[config.mk]
export PLATFORM = sky130hd
export DESIGN_NAME = sysid_timer_regs
export DESIGN_NICKNAME = d
export VERILOG_FILES = /design/src/rtl/sysid_timer_regs.sv
export SDC_FILE = /design/constraint.sdc
export NUM_CORES = 1
export LEC_CHECK = 0
export ABC_AREA = 1
export CAP_MARGIN = 15
export CORE_MARGIN = 8
export CORE_UTILIZATION = 40
export CTS_CLUSTER_DIAMETER = 100
export DETAILED_ROUTE_END_ITERATION = 10
export GPL_ROUTABILITY_DRIVEN = 0
export GPL_TIMING_DRIVEN = 0
export SYNTH_ARGS = -nofsm -noshare
export SYNTH_HDL_FRONTEND = slang
export SYNTH_SLANG_ARGS = --single-unit
[constraint.sdc]
create_clock -name clock -period 3.5 [get_ports clock]
set_input_delay 0.7 -clock clock [delete_from_list [all_inputs] [get_ports clock]]
set_output_delay 0.7 -clock clock [all_outputs]
set_load 0.02 [all_outputs]
[src/rtl/sysid_timer_regs.sv]
// System-identification slave: fixed ID/timestamp/info words, prescaled uptime counter with a
// coherent LO/HI snapshot, and byte-writable scratch registers on an Avalon-MM read/write port.
module sysid_timer_regs #(
  parameter logic [31:0] SYS_ID      = 32'h4E4D_FF79,
  parameter logic [31:0] TIMESTAMP   = 32'h0000_0000,
  parameter int unsigned PRESCALE    = 50,
  parameter int unsigned CNT_WIDTH   = 48,
  parameter int unsigned NUM_SCRATCH = 2,
  parameter int unsigned ADDR_W      = 4
) (
  input  logic              clock,
  input  logic              reset,
  input  logic [ADDR_W-1:0] address,
  input  logic              read,
  input  logic              write,
  input  logic [31:0]       writedata,
  input  logic [3:0]        byteenable,
  output logic [31:0]       readdata,
  output logic              readdatavalid
);

  localparam int unsigned PW = (PRESCALE > 1) ? $clog2(PRESCALE) : 1;
  localparam int unsigned HW = CNT_WIDTH - 32;
  localparam logic [PW-1:0] PLast = PW'(PRESCALE - 1);

  localparam logic [ADDR_W-1:0] AddrId   = ADDR_W'(0);
  localparam logic [ADDR_W-1:0] AddrTs   = ADDR_W'(1);
  localparam logic [ADDR_W-1:0] AddrInfo = ADDR_W'(2);
  localparam logic [ADDR_W-1:0] AddrCtrl = ADDR_W'(3);
  localparam logic [ADDR_W-1:0] AddrLo   = ADDR_W'(4);
  localparam logic [ADDR_W-1:0] AddrHi   = ADDR_W'(5);

  localparam logic [31:0] InfoWord = {16'h0001, 8'(CNT_WIDTH), 8'(NUM_SCRATCH)};

  logic [CNT_WIDTH-1:0] cnt_q, cnt_d;
  logic [PW-1:0]        pcnt_q, pcnt_d;
  logic [HW-1:0]        hi_q, hi_d;
  logic                 run_q, run_d;
  logic                 wrapped_q, wrapped_d;
  logic [31:0]          rdata_q, rdata_d;
  logic                 rvalid_q, rvalid_d;
  logic [31:0]          scratch_q [NUM_SCRATCH];
  logic [31:0]          scratch_d [NUM_SCRATCH];

  logic wr_en, ctrl_wr, clr, tick, wrap_set;

  always_comb begin
    // A read in the same cycle as a write takes the port; the write is dropped.
    wr_en    = write & ~read;
    ctrl_wr  = wr_en && (address == AddrCtrl);
    clr      = ctrl_wr & writedata[1];
    tick     = run_q && (pcnt_q == PLast);
    cnt_d    = cnt_q;
    pcnt_d   = pcnt_q;
    wrap_set = 1'b0;

    if (clr) begin
      cnt_d  = '0;
      pcnt_d = '0;
    end else if (run_q) begin
      if (tick) begin
        pcnt_d   = '0;
        cnt_d    = cnt_q + 1'b1;
        wrap_set = &cnt_q;
      end else begin
        pcnt_d = pcnt_q + 1'b1;
      end
    end

    run_d     = ctrl_wr ? writedata[0] : run_q;
    wrapped_d = wrap_set | (wrapped_q & ~(ctrl_wr & writedata[2]));
  end

  always_comb begin
    hi_d     = hi_q;
    rvalid_d = read;
    rdata_d  = rdata_q;
    if (read) begin
      rdata_d = '0;
      case (address)
        AddrId:   rdata_d = SYS_ID;
        AddrTs:   rdata_d = TIMESTAMP;
        AddrInfo: rdata_d = InfoWord;
        AddrCtrl: rdata_d = {29'b0, wrapped_q, 1'b0, run_q};
        AddrLo: begin
          // Snapshot the upper bits alongside LO so a later HI read is coherent.
          rdata_d = cnt_q[31:0];
          hi_d    = cnt_q[CNT_WIDTH-1:32];
        end
        AddrHi:   rdata_d = 32'(hi_q);
        default: begin
          for (int i = 0; i < int'(NUM_SCRATCH); i++) begin
            if (address == ADDR_W'(6 + i)) rdata_d = scratch_q[i];
          end
        end
      endcase
    end
  end

  always_comb begin
    scratch_d = scratch_q;
    for (int i = 0; i < int'(NUM_SCRATCH); i++) begin
      for (int b = 0; b < 4; b++) begin
        if (wr_en && (address == ADDR_W'(6 + i)) && byteenable[b]) begin
          scratch_d[i][8*b +: 8] = writedata[8*b +: 8];
        end
      end
    end
  end

  always_ff @(posedge clock) begin
    if (reset) begin
      cnt_q     <= '0;
      pcnt_q    <= '0;
      hi_q      <= '0;
      run_q     <= 1'b1;
      wrapped_q <= 1'b0;
      rdata_q   <= '0;
      rvalid_q  <= 1'b0;
      scratch_q <= '{default: '0};
    end else begin
      cnt_q     <= cnt_d;
      pcnt_q    <= pcnt_d;
      hi_q      <= hi_d;
      run_q     <= run_d;
      wrapped_q <= wrapped_d;
      rdata_q   <= rdata_d;
      rvalid_q  <= rvalid_d;
      scratch_q <= scratch_d;
    end
  end

  assign readdata      = rdata_q;
  assign readdatavalid = rvalid_q;

endmodule

==> metrics.md <==
| Metric | Value |
|---|---|
| Outcome | `finished clean` |
| Slew Viols, Final | `0` |
| DRC errors left | `0` |
| Share of cells above drive strength 1 | `0.0732` |
| Data arrival time of the critical path | `2790 ps` |
| Iteration count of the initial detailed-routing pass | `5` |
| Crit. End Element | `flop` |
| Post-Syn Nets | `about 1200` |
| Input/output buffers | `74` |
| Cell Chain, Critical Path | `clkdlybuf4s50_1, nor2_1, nand2_1, inv_2, buf_2, nand2_1, o21ai_0, o21ai_0, a21oi_1` |
| Final hold viol count | `0` |
| GR Overflow Total | `0` |
| Post-synth top area share | `0.427` |
| Standard-cell row count | `51` |
| Sum of net half-perimeters after detailed placement | `~19 mm` |
| Initial antenna violation count | `0` |
| Max FO, Critical Path | `10` |
| Commonest cells in the synthesized netlist | `240 x sky130_fd_sc_hd__nand2_1, 169 x sky130_fd_sc_hd__dfxtp_1, 168 x sky130_fd_sc_hd__nor2_1` |
| Area growth from synthesis to layout | `20.8%` |
| Worst-skew pair later-pin latency | `440 ps` |
| Highest cell delay on the worst timing path | `540 ps` |
| Kind of start point of the critical path | `primary input` |
| Worst relative slew slack | `0.557` |
| Overall die area | `~25000 um^2` |
| Start of the worst register-to-register path | `cnt_q[10]$_SDFFE_PP0P_` |
| Floorplan die height | `157 um` |
| Global-route wire length before repair | `38.8 mm` |
| Global-route usage over all layers | `0.204` |
| Detail-routed via count per cell | `roughly 5.1` |
| Initial cell density of the core | `0.407` |
| Synth Area per Inst | `6.96 um^2` |
| Via count of the routed design | `between 7000 and 8000` |
| Total Wirelength | `roughly 25 mm` |
| Number of global-route vias before repair | `7152` |
| CTS root buffer | `sky130_fd_sc_hd__clkbuf_16` |
| Critical Path Slowest Stage Cell | `sky130_fd_sc_hd__clkdlybuf4s50_1` |
| Count of yosys warnings during synthesis | `0` |
| Instance count of the mapped netlist | `1137` |
| Biggest area consumer among synthesized cells | `sky130_fd_sc_hd__dfxtp_1` |
| First DRT Iteration DRCs | `623` |
| Nets@finish | `between 1000 and 1500` |
| Number of enable flip-flop cells after synthesis | `0` |
| Power density over the cells | `433 nW/um^2` |
| Achievable clock frequency | `0.413 GHz` |
| Final setup fails | `0` |
| Commonest register cell after synthesis | `sky130_fd_sc_hd__dfxtp_1` |
| Cell leakage power | `3.42 nW` |
| Internal power summed over all cells | `3.03 mW` |
| Mapped cell area | `7920 um^2` |
| Proportion of register bits with asynchronous set or reset after synthesis | `0` |
| Filler cell count | `2009` |
| Number of clock buffers inserted by TritonCTS | `17` |
| Number of gates resized after cts | `0` |
| Core outline area | `between 15000 and 20000 um^2` |
| Seq pwr share | `0.474` |
| Average wire per cell in the routed design | `16.4 um` |
| Placed cells | `1476` |
| Crit share post-route | `0.691` |
| Post-route antenna net violation count | `0` |
| Most common cell in the netlist | `sky130_fd_sc_hd__nand2_1` |
| Sequential element share of the synthesized area | `0.427` |
| Clock Skews | `11.5 ps` |
| Register bit count reported by yosys | `~170` |
| Max Cap Violations | `0` |
| Hold bufs inserted after CTS | `0` |
| Setup repair after global routing missed its margin | `no` |
| Die width | `~160 um` |
| Power share of the combinational group | `0.075` |
| Classification of the worst-slack hold path | `reg -> reg` |
| Sw Share | `0.270` |
| Finished Layout Cells | `1508` |
| Pin count of the biggest net entering global routing | `19` |
| Switching Power | `1.12 mW` |
| Class of the most critical setup path | `in -> reg` |
| Hold Path Origin | `scratch_q[26]$_SDFFE_PP0P_` |
| Crit path from | `address[0]` |
| Total I/O pin count | `77` |
| Required time of the critical path | `3870 ps` |
| Period minus WS final | `2420 ps` |
| Netlist cell types | `39` |
| Number of sinks on the clock net | `169` |
| Final-layout setup total negative slack | `0 ps` |
| Transition time of the tightest slew-check pin | `664 ps` |
| Deepest level of the CTS H-tree | `4` |
| Clock transition time at the flip-flop clock pins of the worst setup and hold paths | `70 ps` |
| Count of antenna diodes in the layout | `0` |
| Peak supply drop | `344 uV` |
| CTS tree | `built` |
| Clk buf depth | `2` |
| Setup fix buffers added after clock tree synthesis | `0` |
| Final standard cell utilization of the core | `0.492` |
| Part of the total power dissipated in the clock network | `0.450` |
| Top cells by area, synth | `sky130_fd_sc_hd__dfxtp_1 43%, sky130_fd_sc_hd__nand2_1 11%, sky130_fd_sc_hd__nor2_1 8.0%` |
## power by group through the flow
stage / sequential [mW] / combinational [mW] / clock, mW
2_1_floorplan: 2.03 / 0.138 / 0
3_3_place_gp: 2.01 / 0.311 / 0
3_5_place_dp: 2.01 / 0.312 / 0
4_1_cts: 1.97 / 0.313 / 1.89
5_1_grt: 1.97 / 0.345 / 1.96
6_report: 1.97 / 0.312 / 1.87
## critical path: cells and delay by family
family                 cells  cell delay [ps]
buffers and inverters      3              980
AO/OA/AOI/OAI              3              630
AND/OR/NAND/NOR            3              470
## cell families after synthesis
group | synth area share
and+or+nand+nor | 0.313
AOI/OAI and AO/OA | 0.163
DFF | 0.427
buffers and inverters | 0.0785
xor gates and xnor gates | 0.0133
adders and majority gates | 0.00474
## per-stage QoR
step                power [mW]  hold slack [ps]  instance area, um^2  setup slack (ps)
finish                    4.15              449                 9570              1080
global route              4.27              467                 9570               904
CTS                       4.17              450                 9570              1150
detailed placement        2.32              438                 8990               692
global placement          2.32              433                 8990               702
floorplan                 2.17              424                 7920              1640
## routing by layer
| metal | up-vias | track usage | wire (um) |
|---|---|---|---|
| met4 | 0 | 0.0796 | 603 |
| met5 | - | 0 | 0 |
| li1 | 3918 | - | - |
| met3 | 38 | 0.0419 | 1470 |
| met2 | 219 | 0.309 | 11200 |
| met1 | 3533 | 0.277 | 11500 |
## final cells by class
class / instances / area, um^2 / share of cell area
Timing Repair Buffer: 74 / 741 / 0.0774
Sequential cell: 169 / 3380 / 0.354
Tap cell: 265 / 332 / 0.0346
Clock inverter: 15 / 153 / 0.0160
Clock buffer: 17 / 425 / 0.0445
Multi-Input combinational cell: 814 / 3910 / 0.409
Inverter: 112 / 423 / 0.0442
Buffer: 42 / 199 / 0.0208
## state kept, by name, summed over array words and instances, names as in the netlist
| register | cells |
|---|---|
| readdata | 32 |
| hi_q | 16 |
| pcnt_q | 6 |
| scratch_q | 64 |
| cnt_q | 48 |
| run_q | 1 |
| wrapped_q | 1 |
| readdatavalid | 1 |
## cells in the final DEF, fill, tap and decap left out, types with 15 or more instances in the layout
| cell type | instances |
|---|---|
| sky130_fd_sc_hd__clkbuf_1 | 22 |
| sky130_fd_sc_hd__clkbuf_16 | 17 |
| sky130_fd_sc_hd__o21ai_0 | 104 |
| sky130_fd_sc_hd__nor2_1 | 168 |
| sky130_fd_sc_hd__dfxtp_1 | 169 |
| sky130_fd_sc_hd__buf_2 | 15 |
| sky130_fd_sc_hd__a21oi_1 | 109 |
| sky130_fd_sc_hd__clkdlybuf4s50_1 | 74 |
| sky130_fd_sc_hd__nand2_1 | 240 |
| sky130_fd_sc_hd__nand4_1 | 15 |
| sky130_fd_sc_hd__nand3_1 | 86 |
| sky130_fd_sc_hd__inv_1 | 99 |
## worst paths after layout
check,end,slack [ps],cells after the start
setup / recovery,readdata[30]$_SDFFE_PP0P_,1080,9
hold / removal,scratch_q[26]$_SDFFE_PP0P_,450,2
setup reg to reg,cnt_q[35]$_SDFFE_PP0P_,1590,9
hold reg to reg,scratch_q[26]$_SDFFE_PP0P_,450,2
(Power assumes the default switching activity.)
